### src/rtl/fwd_source_pipe.sv
// Producer side of operand forwarding: EX/MEM and MEM/WB registers, MEM-stage
// data-memory handshake with bounded wait, and load-use / memory-wait stalls.
module fwd_source_pipe #(
  parameter int WAIT_LIMIT = 15
) (
  input  logic        clk,
  input  logic        rst,
  input  logic [3:0]  ex_wreg,
  input  logic [15:0] ex_result,
  input  logic [1:0]  ex_mem_control,
  input  logic [15:0] ex_store_data,
  input  logic [3:0]  id_r1,
  input  logic [3:0]  id_r2,
  input  logic        flush,
  input  logic [15:0] mem_rdata,
  input  logic        mem_ready,
  output logic        mem_req,
  output logic        mem_we,
  output logic [15:0] mem_addr,
  output logic [15:0] mem_wdata,
  output logic [3:0]  wreg_fw1,
  output logic [15:0] fw1_data,
  output logic [3:0]  wreg_fw2,
  output logic [15:0] fw2_data,
  output logic        stall_id,
  output logic        stall_mem,
  output logic        mem_timeout
);

  localparam logic [3:0] NOREG = 4'hF;
  localparam int CW = $clog2(WAIT_LIMIT + 1);

  typedef enum logic {M_IDLE, M_WAIT} mstate_e;

  mstate_e        state_q, state_d;
  logic [CW-1:0]  cnt_q, cnt_d;
  logic [3:0]     wreg1_q, wreg1_d, wreg2_q, wreg2_d;
  logic [15:0]    data1_q, data1_d, sdata1_q, sdata1_d, data2_q, data2_d;
  logic [1:0]     ctl1_q, ctl1_d;
  logic           pflush_q, pflush_d, tout_q, tout_d;
  logic           is_load, is_store, force_c, load_use;

  assign is_load   = (ctl1_q == 2'b01);
  assign is_store  = (ctl1_q == 2'b10);
  assign force_c   = (state_q == M_WAIT) && (cnt_q == CW'(WAIT_LIMIT));
  assign mem_req   = is_load || is_store;
  assign mem_we    = is_store;
  assign mem_addr  = data1_q;
  assign mem_wdata = sdata1_q;
  assign stall_mem = mem_req && !mem_ready && !force_c;

  assign load_use  = (ex_mem_control == 2'b01) && (ex_wreg != NOREG) &&
                     ((ex_wreg == id_r1) || (ex_wreg == id_r2));
  assign stall_id  = stall_mem || load_use;

  // Load data is not valid until MEM/WB, so loads are hidden from stage 1.
  assign wreg_fw1    = mem_req ? NOREG : wreg1_q;
  assign fw1_data    = data1_q;
  assign wreg_fw2    = wreg2_q;
  assign fw2_data    = data2_q;
  assign mem_timeout = tout_q;

  always_comb begin
    state_d = state_q;
    cnt_d   = cnt_q;
    case (state_q)
      M_IDLE: if (stall_mem) begin
        state_d = M_WAIT;
        cnt_d   = '0;
      end
      M_WAIT: if (mem_ready || force_c) begin
        state_d = M_IDLE;
        cnt_d   = '0;
      end else begin
        cnt_d = cnt_q + 1'b1;
      end
      default: begin
        state_d = M_IDLE;
        cnt_d   = '0;
      end
    endcase
  end

  always_comb begin
    wreg1_d  = wreg1_q;
    data1_d  = data1_q;
    ctl1_d   = ctl1_q;
    sdata1_d = sdata1_q;
    pflush_d = pflush_q;
    wreg2_d  = NOREG;
    data2_d  = '0;
    tout_d   = tout_q || force_c;
    if (stall_mem) begin
      // A flush seen while EX/MEM is frozen is remembered for the next capture.
      pflush_d = pflush_q || flush;
    end else begin
      pflush_d = 1'b0;
      if (flush || pflush_q) begin
        wreg1_d  = NOREG;
        data1_d  = '0;
        ctl1_d   = 2'b00;
        sdata1_d = '0;
      end else begin
        wreg1_d  = ex_wreg;
        data1_d  = ex_result;
        ctl1_d   = ex_mem_control;
        sdata1_d = ex_store_data;
      end
      wreg2_d = is_store ? NOREG : wreg1_q;
      data2_d = is_load ? (force_c ? 16'h0000 : mem_rdata) : data1_q;
    end
  end

  always_ff @(posedge clk or negedge rst) begin
    if (!rst) begin
      state_q  <= M_IDLE;
      cnt_q    <= '0;
      wreg1_q  <= NOREG;
      data1_q  <= '0;
      ctl1_q   <= 2'b00;
      sdata1_q <= '0;
      wreg2_q  <= NOREG;
      data2_q  <= '0;
      pflush_q <= 1'b0;
      tout_q   <= 1'b0;
    end else begin
      state_q  <= state_d;
      cnt_q    <= cnt_d;
      wreg1_q  <= wreg1_d;
      data1_q  <= data1_d;
      ctl1_q   <= ctl1_d;
      sdata1_q <= sdata1_d;
      wreg2_q  <= wreg2_d;
      data2_q  <= data2_d;
      pflush_q <= pflush_d;
      tout_q   <= tout_d;
    end
  end

endmodule

### config.mk
export PLATFORM = sky130hd
export DESIGN_NAME = fwd_source_pipe
export DESIGN_NICKNAME = d
export VERILOG_FILES = /design/src/rtl/fwd_source_pipe.sv
export SDC_FILE = /design/constraint.sdc
export NUM_CORES = 1
export LEC_CHECK = 0
export BUFFER_PORTS_ARGS = -buffer_cell sky130_fd_sc_hd__buf_2
export CAP_MARGIN = 10
export CELL_PAD_IN_SITES_DETAIL_PLACEMENT = 0
export CELL_PAD_IN_SITES_GLOBAL_PLACEMENT = 1
export CORE_AREA = 2 2 94 96
export DETAILED_ROUTE_END_ITERATION = 8
export DIE_AREA = 0 0 96 98
export GPL_ROUTABILITY_DRIVEN = 0
export MAX_ROUTING_LAYER = met4
export PLACE_DENSITY = 0.87
export SYNTH_ARGS = -nofsm -noshare
export SYNTH_HDL_FRONTEND = slang
export SYNTH_SLANG_ARGS = --single-unit
### constraint.sdc
create_clock -name clk -period 5.6 [get_ports clk]
set_clock_uncertainty 0.2 [all_clocks]
set_input_delay 1.4 -clock clk [delete_from_list [all_inputs] [get_ports clk]]
set_output_delay 1.4 -clock clk [all_outputs]
set_load 0.02 [all_outputs]
# Word level (Yosys, flattened, before mapping)
# Index checks and enable logic that the tools add are counted.
# Widths: inputs -> output; s select.
# totals
regBits	65
wordCells	50
out_inout_bits	77
input_bits	66
# op_classes
reduce_logical	13
mux	17
addsub	1
bitwise	1
n_eq_ne	8
# op_table
cell	n
$mux 16	5
$mux 4	6
$eq 4x4->1	2
$pmux 4 s2	1
$logic_or 1x1->1	6
$logic_and 1x1->1	5
$add 4x1->4 const B	1
$eq 2x1->1 const B	2
$eq 4x4->1 const B	1
$ne 4x4->1 const B	1
$mux 1	3
$eq 2x2->1 const B	1
$logic_not 1->1	2
$mux 2	1
$ne 2x2->1 const B	1
$pmux 1 s2	1
$not 1->1	1

# Longest topological paths before layout
# depth
depth_word	6
ltp_mapped	8

# Least setup slack after synthesis
# Ideal clock, no wire load.
# synth_path
kind	input to output
start	input port ex_wreg[1]
end	output port stall_id
cell_stages	4
setup_slack_ns	1.641
n_path_buf	0
t_required_ns	4.000
arrival_time_ns	2.359
path_cell_list	xor2_1 -> nor4_1 -> a41oi_1 -> o21ai_0
# synth_between
elab_chain_cells	4
# synth_lines
element	line	text
start, declared	8	input logic [3:0] ex_wreg,
$ne 4x4->1 / $eq 4x4->1 (equally long branches)	52, 53	
$logic_and 1x1->1 / $logic_or 1x1->1 (equally long branches)	52, 53	
$logic_and 1x1->1 (*)	52	assign load_use = (ex_mem_control == 2'b01) && (ex_wreg != NOREG) &&
$logic_or 1x1->1 (*)	54	assign stall_id = stall_mem || load_use;
end, declared	25	output logic stall_id,
# Every way passes the cells marked *; elsewhere a longest branch is shown, timed or not.

# Final worst setup path
# layout_path
start	input port mem_ready
end	output port stall_id
# layout_between
elab_chain_cells	4
# layout_lines
element	line	text
start, declared	16	input logic mem_ready,
$logic_not 1->1	50	assign stall_mem = mem_req && !mem_ready && !force_c;
$logic_and 1x1->1 (2 in a row)	50	
$logic_or 1x1->1	54	
# Every way passes these cells.

==> summary.txt <==
==================================================================================
Result of the run                                                     complete, no violations
Portion of total power attributed to combinational logic                     29.8%
Wire per inst                                                         13.3 microns
Critical-path maximum fanout                                                    34
End-of-flow core utilization                                                 44.6%
Via Count                                                                     2507
Total count of hold-check failures in the final report                           0
Number of nets with antenna violations after detailed routing                    0
Share of the cycle needed by the critical path after routing                 71.9%
Final HPWL from detailed placement                                         5.32 mm
Share of final-layout standard cells stronger than drive strength 1          41.7%
Setup bufs post-CTS                                                              0
Worst setup endpoint                                                      stall_id
Post-cts sizing count                                                            0
Drt initial violations                                                          83
Number of warnings issued by yosys                                               0
Worst R2R End                                                          fw1_data[1]
DR DRC count                                                                     0
Setup crit end kind                                                    output port
Number of antenna diodes                                                         0
Total routing resource utilization after global routing                      16.0%
Clock sink count                                                                65
Worst EP arrival                                                           2.43 ns
Via count of the first global-routing pass                                    2284
Area added between synthesis and finish                                      28.2%
CTS tree                                                                     built
Portion of total power attributed to sequential cells                        43.9%
Vias per std cell                                                             4.58
Internal power of the cells                                             0.000865 W
Sequential element share of the synthesized area                             55.5%
Transition time at the pin with the least slew margin                     0.823 ns
Total Nets Final                                                               503
Synth top area share                                                         48.4%
I/O pins                                                                       143
Max-slew violation count                                                         0
Category of the most critical setup path                              input port to output port
Quantity of I/O buffers inserted on ports                                      142
Worst skew pair latency                                                    0.33 ns
Number of cells in the finished layout apart from fillers                      547
Biggest area contributors in the synthesized netlist                  sky130_fd_sc_hd__dfrtp_1, sky130_fd_sc_hd__nand2_1, sky130_fd_sc_hd__dfstp_2
Achievable frequency                                                     0.248 GHz
Clock period minus worst slack                                             4.03 ns
Number of antenna violations at the first check in global routing                0
WP data required                                                           4.00 ns
Count of distinct cell types in the synthesized netlist                         28
Register-to-register path setup slack                                      3.06 ns
Hold buffer count at CTS                                                         0
Chip Width                                                              96 microns
Worst hold-check path type                                            flop to flop
Largest net degree at the start of global routing                               53
GR Overflow Total                                                                0
Syn_area_per_cell                                                       9.54 sq um
Nature of the critical path startpoint                                  input port
Cell count of the worst reg-to-reg path                                          8
Critical Path Source                                                     mem_ready
CTS root buf                                                          sky130_fd_sc_hd__clkbuf_8
Switch share                                                                 35.3%
Psw                                                                     0.000471 W
Clock Path Buffers                                                               2
Netlist area before placement                                           2950 sq um
Clock buffers created by TritonCTS                                               9
Library cell with the largest summed area after synthesis             sky130_fd_sc_hd__dfrtp_1
Footprint of the multi-input gates                                      1070 sq um
Final setup violation count                                                      0
Area of the core region                                                 8470 sq um
Depth of the CTS H-tree                                                          3
FILL cells                                                                     876
Reported max-cap violation count                                                 0
Proportion of power drawn by the clock network                               26.3%
Critical R2R Launch                                                      ctl1_q[0]
Global-route wire length before repair                                     11.3 mm
Number of register bits inferred by synthesis                                   65
RSZ-0062 raised after global routing                                         false
Starting utilization of the core area                                        34.8%
Clk pin slew, worst setup/hold paths                                       0.07 ns
Synthesized netlist net count                                                  378
Total wirelength of the detailed-routed design                             7.29 mm
Register Area                                                           1640 sq um
DIE HEIGHT                                                              98 microns
Max-slew headroom at the worst pin                                           45.2%
Iteration count of the initial detailed-routing pass                             4
Cell Pwr Density                                                       354 nW/um^2
Cell total after placement                                                     531
Die area                                                                9410 sq um
Highest ir drop seen on vdd                                               0.130 mV
Cells after Synth                                                              309
Row cnt                                                                         34
Aggregate negative setup slack                                                0 ns
Static power due to leakage                                                2.09 nW
==================================================================================
==> worst min-delay path by stage <==
stage,start,endpoint,depth (start not counted),slack (ns)
final,mem_wdata[15],mem_wdata[15],2,0.27
after global routing,mem_wdata[2],mem_wdata[2],2,0.30
after CTS,mem_wdata[15],mem_wdata[15],2,0.27
after detailed placement,mem_wdata[2],mem_wdata[2],2,0.26
after global placement,mem_wdata[15],mem_wdata[15],2,0.25
after floorplan,cnt_q[1],cnt_q[1],2,0.28
==> cell usage in the layout, fill, tap and decap left out, drive strengths merged <==
master    Yosys  routed
buf          29     146
nand2        70      70
dfrtp        57      57
nand3        35      35
nor2         24      24
a21oi        21      21
nor2b        16      16
clkbuf        3      13
dfstp         8       8
o21ai         7       7
nand2b        6       6
xnor2         5       5
nor3          5       5
inv           5       5
or3           4       4
xor2          4       4
ha            3       3
clkinv        0       2
nand4         2       2
and2          1       1
nor4          1       1
a41oi         1       1
nand3b        1       1
a31o          1       1
clkinvlp      0       1
==> synthesized netlist by cell type, drive strengths merged <==
library cell	instances
or3	4
dfrtp	57
a41oi	1
clkbuf	3
nand3	35
nand3b	1
nand2	70
and2	1
nor2	24
nor2b	16
o21ai	7
xnor2	5
inv	5
nand4	2
nor3	5
buf	29
dfstp	8
ha	3
nor4	1
a31o	1
a21oi	21
xor2	4
nand2b	6
==> power by group through the flow <==
stage / Sequential [W] / Combinational (W) / Clock [W]
finish: 0.000587 / 0.000398 / 0.000351
global route: 0.000597 / 0.000440 / 0.000384
CTS: 0.000588 / 0.000405 / 0.000365
detailed placement: 0.000597 / 0.000404 / 0
global placement: 0.000593 / 0.000399 / 0
floorplan: 0.000666 / 0.000208 / 0
==> final cells by class <==
cell class,instances,area share [%]
tap,108,3.58
sequential,65,43.3
multi-input combinational,207,28.3
timing repair buffer,146,19.6
clock inverter,3,0.464
inverter,5,0.497
clock buffer,13,4.21
==> through the flow <==
stage               hold slack (ns)  cell area (sq um)  total power (W)  setup slack (ns)
floorplan                     0.276               2950         0.000874              1.64
global placement              0.249               3600         0.000992              1.57
detailed placement            0.259               3600          0.00100              1.54
CTS                           0.275               3780          0.00136              1.53
global route                  0.299               3780          0.00142              1.46
finish                        0.272               3780          0.00134              1.57
==> worst max-delay path, stage by stage <==
cell and delay [ns]:
sky130_fd_sc_hd__buf_2 0.10, sky130_fd_sc_hd__nor2_1 0.15, sky130_fd_sc_hd__nand2_2 0.38, sky130_fd_sc_hd__o21ai_0 0.20, sky130_fd_sc_hd__buf_2 0.19
==> layer usage <==
metal / GRT usage [%] / part of all wire, % / up-vias
li1: - / - / 1236
met1: 20.3 / 43 / 1177
met2: 24.8 / 50 / 83
met3: 3.01 / 5.3 / 11
met4: 6.70 / 1.9 / 0
met5: - / 0 / -
==> flip-flops by register name (all words and copies together) (netlist names) <==
| register | cells |
|---|---|
| cnt_q | 4 |
| ctl1_q | 2 |
| fw1_data | 16 |
| fw2_data | 16 |
| mem_timeout | 1 |
| mem_wdata | 16 |
| pflush_q | 1 |
| state_q | 1 |
| wreg1_q | 4 |
| wreg_fw2 | 4 |
==> cell families (layout without fill, tap and decap cells) <==
| kind of cell | count (synthesis) | in the layout | share of synthesized area [%] |
|---|---|---|---|
| flops | 65 | 65 | 55.5 |
| compound gates | 30 | 30 | 6.62 |
| buf+inv | 37 | 167 | 8.28 |
| simple gates | 165 | 165 | 25.6 |
| fa+ha+maj | 3 | 3 | 1.27 |
| xor+xnor | 9 | 9 | 2.67 |
(Power assumes the default switching activity.)
